--- src/rtl/alu_core_seq.sv ---
// alu_core_seq: multi-cycle ALU with a valid/ready request and result handshake.
// Logic, ADD and SUB results are produced at accept and are ready one cycle later.
// MUL runs a shift-add over WIDTH cycles and yields the full double-width product.
module alu_core_seq #(
    parameter int WIDTH = 8
) (
    input  logic             clk,
    input  logic             rst,
    input  logic             in_valid,
    output logic             in_ready,
    input  logic [2:0]       op,
    input  logic [WIDTH-1:0] a,
    input  logic [WIDTH-1:0] b,
    output logic             out_valid,
    input  logic             out_ready,
    output logic [WIDTH-1:0] res,
    output logic [WIDTH-1:0] res_hi,
    output logic             carry,
    output logic             zero,
    output logic             err
);

    localparam int CW = (WIDTH > 1) ? $clog2(WIDTH) : 1;
    localparam logic [CW-1:0] LAST_STEP = CW'(WIDTH - 1);

    localparam logic [2:0] OP_AND = 3'b000;
    localparam logic [2:0] OP_OR  = 3'b001;
    localparam logic [2:0] OP_XOR = 3'b010;
    localparam logic [2:0] OP_NOT = 3'b011;
    localparam logic [2:0] OP_ADD = 3'b100;
    localparam logic [2:0] OP_SUB = 3'b101;
    localparam logic [2:0] OP_MUL = 3'b110;

    typedef enum logic [1:0] {
        IDLE,
        MUL,
        DONE
    } state_t;

    state_t state;
    state_t state_next;

    logic [2*WIDTH-1:0] mcand;
    logic [WIDTH-1:0]   mplier;
    logic [2*WIDTH-1:0] prod;
    logic [2*WIDTH-1:0] prod_next;
    logic [CW-1:0]      step;

    logic [WIDTH-1:0]   alu_res;
    logic               alu_carry;
    logic               alu_err;
    logic [WIDTH:0]     sum_ext;
    logic [WIDTH:0]     diff_ext;

    // State register; reset returns to IDLE and abandons any operation in flight.
    always_ff @(posedge clk) begin
        if (rst) begin
            state <= IDLE;
        end else begin
            state <= state_next;
        end
    end

    // Next-state logic and handshake outputs; accept only in IDLE, deliver only in DONE.
    always_comb begin
        state_next = state;
        in_ready   = 1'b0;
        out_valid  = 1'b0;
        case (state)
            IDLE: begin
                in_ready = 1'b1;
                if (in_valid) begin
                    state_next = (op == OP_MUL) ? MUL : DONE;
                end
            end
            MUL: begin
                if (step == LAST_STEP) begin
                    state_next = DONE;
                end
            end
            DONE: begin
                out_valid = 1'b1;
                if (out_ready) begin
                    state_next = IDLE;
                end
            end
            default: begin
                state_next = IDLE;
            end
        endcase
    end

    // Single-cycle operations, evaluated on the live inputs and captured at accept.
    always_comb begin
        alu_res   = '0;
        alu_carry = 1'b0;
        alu_err   = 1'b0;
        sum_ext   = {1'b0, a} + {1'b0, b};
        diff_ext  = {1'b0, a} - {1'b0, b};
        case (op)
            OP_AND: alu_res = a & b;
            OP_OR:  alu_res = a | b;
            OP_XOR: alu_res = a ^ b;
            OP_NOT: alu_res = ~a;
            OP_ADD: begin
                alu_res   = sum_ext[WIDTH-1:0];
                alu_carry = sum_ext[WIDTH];
            end
            OP_SUB: begin
                alu_res   = diff_ext[WIDTH-1:0];
                alu_carry = diff_ext[WIDTH];
            end
            OP_MUL: alu_res = '0;
            default: alu_err = 1'b1;
        endcase
    end

    // One partial product per cycle: add the shifted multiplicand when the multiplier LSB is set.
    always_comb begin
        prod_next = prod + (mplier[0] ? mcand : '0);
    end

    // Datapath: load operands or results at accept, step the multiplier, hold results otherwise.
    always_ff @(posedge clk) begin
        if (rst) begin
            mcand  <= '0;
            mplier <= '0;
            prod   <= '0;
            step   <= '0;
            res    <= '0;
            res_hi <= '0;
            carry  <= 1'b0;
            zero   <= 1'b0;
            err    <= 1'b0;
        end else begin
            case (state)
                IDLE: begin
                    if (in_valid) begin
                        if (op == OP_MUL) begin
                            mcand  <= {{WIDTH{1'b0}}, a};
                            mplier <= b;
                            prod   <= '0;
                            step   <= '0;
                        end else begin
                            res    <= alu_res;
                            res_hi <= '0;
                            carry  <= alu_carry;
                            zero   <= (alu_res == '0);
                            err    <= alu_err;
                        end
                    end
                end
                MUL: begin
                    prod   <= prod_next;
                    mcand  <= mcand << 1;
                    mplier <= mplier >> 1;
                    step   <= step + 1'b1;
                    if (step == LAST_STEP) begin
                        res    <= prod_next[WIDTH-1:0];
                        res_hi <= prod_next[2*WIDTH-1:WIDTH];
                        carry  <= 1'b0;
                        zero   <= (prod_next == '0);
                        err    <= 1'b0;
                    end
                end
                default: begin
                end
            endcase
        end
    end

endmodule
--- config.mk ---
export PLATFORM = sky130hd
export DESIGN_NAME = alu_core_seq
export DESIGN_NICKNAME = d
export VERILOG_FILES = /design/src/rtl/alu_core_seq.sv
export SDC_FILE = /design/constraint.sdc
export NUM_CORES = 1
export LEC_CHECK = 0
export ABC_AREA = 0
export CORE_UTILIZATION = 51
export DETAILED_ROUTE_END_ITERATION = 10
export DONT_BUFFER_PORTS = 1
export PLACE_DENSITY = 0.69
export SYNTH_ARGS = -nofsm -noshare
export SYNTH_HDL_FRONTEND = slang
export SYNTH_SLANG_ARGS = --single-unit
--- constraint.sdc ---
create_clock -name clk -period 2.66 [get_ports clk]
set_input_delay 0.266 -clock clk [delete_from_list [all_inputs] [get_ports clk]]
set_output_delay 0.266 -clock clk [all_outputs]
set_load 0.01 [all_outputs]
==> run metrics <==
Synth top cells by count 75 x nand2_1, 69 x nor2_1, 64 x dfxtp_1; EDFF count, synth 0; Setup-failing EPs final 0; unrepaired setup endpoints after global routing true; Layout fillers 801; clock sink count 64; CP Capture Type flop; final worst path period share 0.974; Post-Syn Instances 609; clock skew 16.0 ps; reg2reg start mplier[0]$_SDFFE_PP0P_; vias in the first global route 4337; Yosys top cell area share 0.270; routability cong. 0.901; die height 98.4 µm; Via density 6.29; Setup Crit Path Kind reg -> reg; Synth area leader dfxtp_1; Finished Layout Cells 725; Cells after DPL 704; Cell Pwr Density 420 nW/µm²; HPWL after DPL 9480 µm; min Tclk post-route 2590 ps; total clock buffers created by CTS 9; failing checks DRC; total grt overflow 0; routed len/inst 18.1 µm; Yosys reg bits 64; CP dominant cell by count buf_4; H-tree depth 3; Worst path max stage delay 360 ps; post-synth net total 676; Rows 34; sequential element share of the synthesized area 0.270; Comb power frac 0.159; sw frac 0.294; Leakage Power 2.14 nW; Die Wd 98.4 µm; Root Buffer clkbuf_8; critical-path cell list buf_4 -> buf_4 -> and2_1 -> ha_4 -> a21oi_4 -> nand2_1 -> a211o_1 -> and4_4 -> a211oi_4 -> o31ai_1 -> o21ai_1; CP startpoint kind flop; clk buf depth 2; Post-synth top flop dfxtp_1; Slew Limit Fails 0; DR DRC count 3; Antenna Diode Count 0; largest net degree at the start of global routing 64; GRT Resource Usage Total 0.273; worst hold path depth 2; DR iter-0 viols 295; Avg Cell Area, Syn 7.79 µm²; number of antenna-violating nets in the routed design 0; sw power 0.669 mW; CORE AREA 8850 µm²; fraction of registers with async set/reset 0; Initial Util 0.536; max-cap violation count 0; clk slew on worst S/H paths 90 ps; Hold Path End mcand[7]$_SDFFE_PP0P_; hold wc startpoint a[7]; Hold Violations, Final 0; CP max FO 8; Power Total 2.27 mW; first-pass GRT wire length 21100 µm; peak supply drop 0.322 mV; Rel. slew slack 0.369; CTS tree yes; initial antenna violation count 0; sequential share of power 0.446; total wire length 13100 µm; worst min path class in -> reg; Critical Path RT 2940 ps; Worst Max-Slew Pin Slew 946 ps; status complete, but fails checks; Arr. time, crit path 2870 ps; Yosys cell types 74; die area 9690 µm²; Crit-path slowest cell dfxtp_2; area delta synth->final 14.0%; synth top area cells dfxtp_1 27%, ha_1 11%, nand2_1 5.9%; via count 4558; FF-to-FF End zero$_SDFFE_PP0P_; Synth warnings 0; PortBufs 0; nets@finish 679; Skew-Pair Late Insertion Delay 350 ps; Ports 44; post-synthesis cell area 4740 µm²; Pint 1.60 mW; R2R depth 11; r2r setup slk 70 ps; layout cells sized above 1 0.154; FMAX 386 MHz; Clk network pwr share 0.394; first-pass iteration count of the detailed router 8; top-count cell post-synth nand2_1
==> sequential cells by signal (all words and copies together) (netlist names) <==
name,flops
res_hi,8
step,3
state,2
zero,1
mcand,16
carry,1
err,1
prod,16
mplier,8
res,8
==> cells in the final DEF, fill, tap and decap left out, types with 5 or more instances in the layout <==
master	count
nand4_1	5
a211oi_1	8
nand2_1	75
nand2b_1	5
a31oi_1	8
inv_1	37
nor2b_1	9
a22oi_1	19
o211ai_1	6
a311oi_1	18
a211o_1	6
nor3_1	8
xnor2_1	7
and2_4	5
ha_1	33
a21o_1	7
buf_4	28
o21ai_0	13
dfxtp_1	63
ha_4	7
nor2_1	67
and3_1	5
a21oi_1	38
nand3_1	17
clkbuf_8	10
and2_1	17
==> worst max-delay path: cells and delay by family (launching register included) <==
kind | cells | cell delay (ps)
DFF | 1 | 360
and+or+nand+nor | 3 | 480
AOI/OAI and AO/OA | 5 | 1140
buffers and inverters | 2 | 330
adders and majority gates | 1 | 220
==> worst max path at each step <==
stage,from,to,slack (ps),depth (start not counted)
floorplan,mplier[0]$_SDFFE_PP0P_,zero$_SDFFE_PP0P_,6,11
global placement,mplier[0]$_SDFFE_PP0P_,prod[13]$_SDFFE_PP0P_,-50,11
detailed placement,mplier[0]$_SDFFE_PP0P_,prod[13]$_SDFFE_PP0P_,-90,11
CTS,mplier[0]$_SDFFE_PP0P_,prod[13]$_SDFFE_PP0P_,20,11
global route,mplier[0]$_SDFFE_PP0P_,zero$_SDFFE_PP0P_,-40,13
finish,mplier[0]$_SDFFE_PP0P_,zero$_SDFFE_PP0P_,70,11
==> logic make-up (layout without fill, tap and decap cells) <==
group / Yosys count / count (layout) / share of synthesized area
compound gates: 177 / 177 / 0.272
flops: 64 / 64 / 0.270
fa+ha+maj: 44 / 44 / 0.121
mux: 4 / 4 / 0.0164
buf+inv: 75 / 83 / 0.0625
xor+xnor: 7 / 7 / 0.0129
simple gates: 238 / 238 / 0.245
==> final cells by class <==
class                           count  area, µm²  area share
Multi-Input combinational cell    470       3400       0.628
Sequential cell                    64       1280       0.237
Tap cell                          108        135      0.0250
Clock inverter                      6       73.8      0.0137
Clock buffer                       10        138      0.0255
Timing Repair Buffer               29        238      0.0440
Inverter                           38        143      0.0264
==> stage by stage <==
| step | TNS [ps] | setup slack, ps | utilization | hold slack, ps | area [µm²] |
|---|---|---|---|---|---|
| floorplan | 0 | 6.46 | - | 418 | 4750 |
| global placement | -84.5 | -49.5 | 0.556 | 341 | 4920 |
| detailed placement | -215 | -93.0 | 0.556 | 342 | 4920 |
| CTS | 0 | 15.9 | 0.586 | 66.7 | 5190 |
| global route | -64.3 | -41.2 | 0.611 | 71.5 | 5410 |
| finish | 0 | 69.1 | 0.611 | 79.8 | 5410 |
==> metal layers <==
metal | track usage | wire (µm) | vias to the layer above
li1 | - | - | 2210
met5 | 0 | 0 | -
met2 | 0.458 | 6220 | 134
met4 | 0.0953 | 259 | 0
met1 | 0.352 | 5930 | 2189
met3 | 0.0525 | 725 | 25
==> repair_timing <==
item | CTS | global route
hold buffers | 1 | 0
setup endpoints to repair | 4 | 10
pin swaps | 0 | 16
hold endpoints to repair | 63 | 0
buffers inserted | 0 | 4
gates resized for setup | 4 | 33
==> power by group through the flow <==
stage	Clock [mW]	Sequential [mW]	Combinational [mW]
floorplan	0	1.03	0.276
global placement	0	1.04	0.326
detailed placement	0	1.04	0.335
CTS	0.911	1.01	0.356
global route	0.951	1.02	0.403
finish	0.896	1.01	0.362
(Power assumes the default switching activity.)
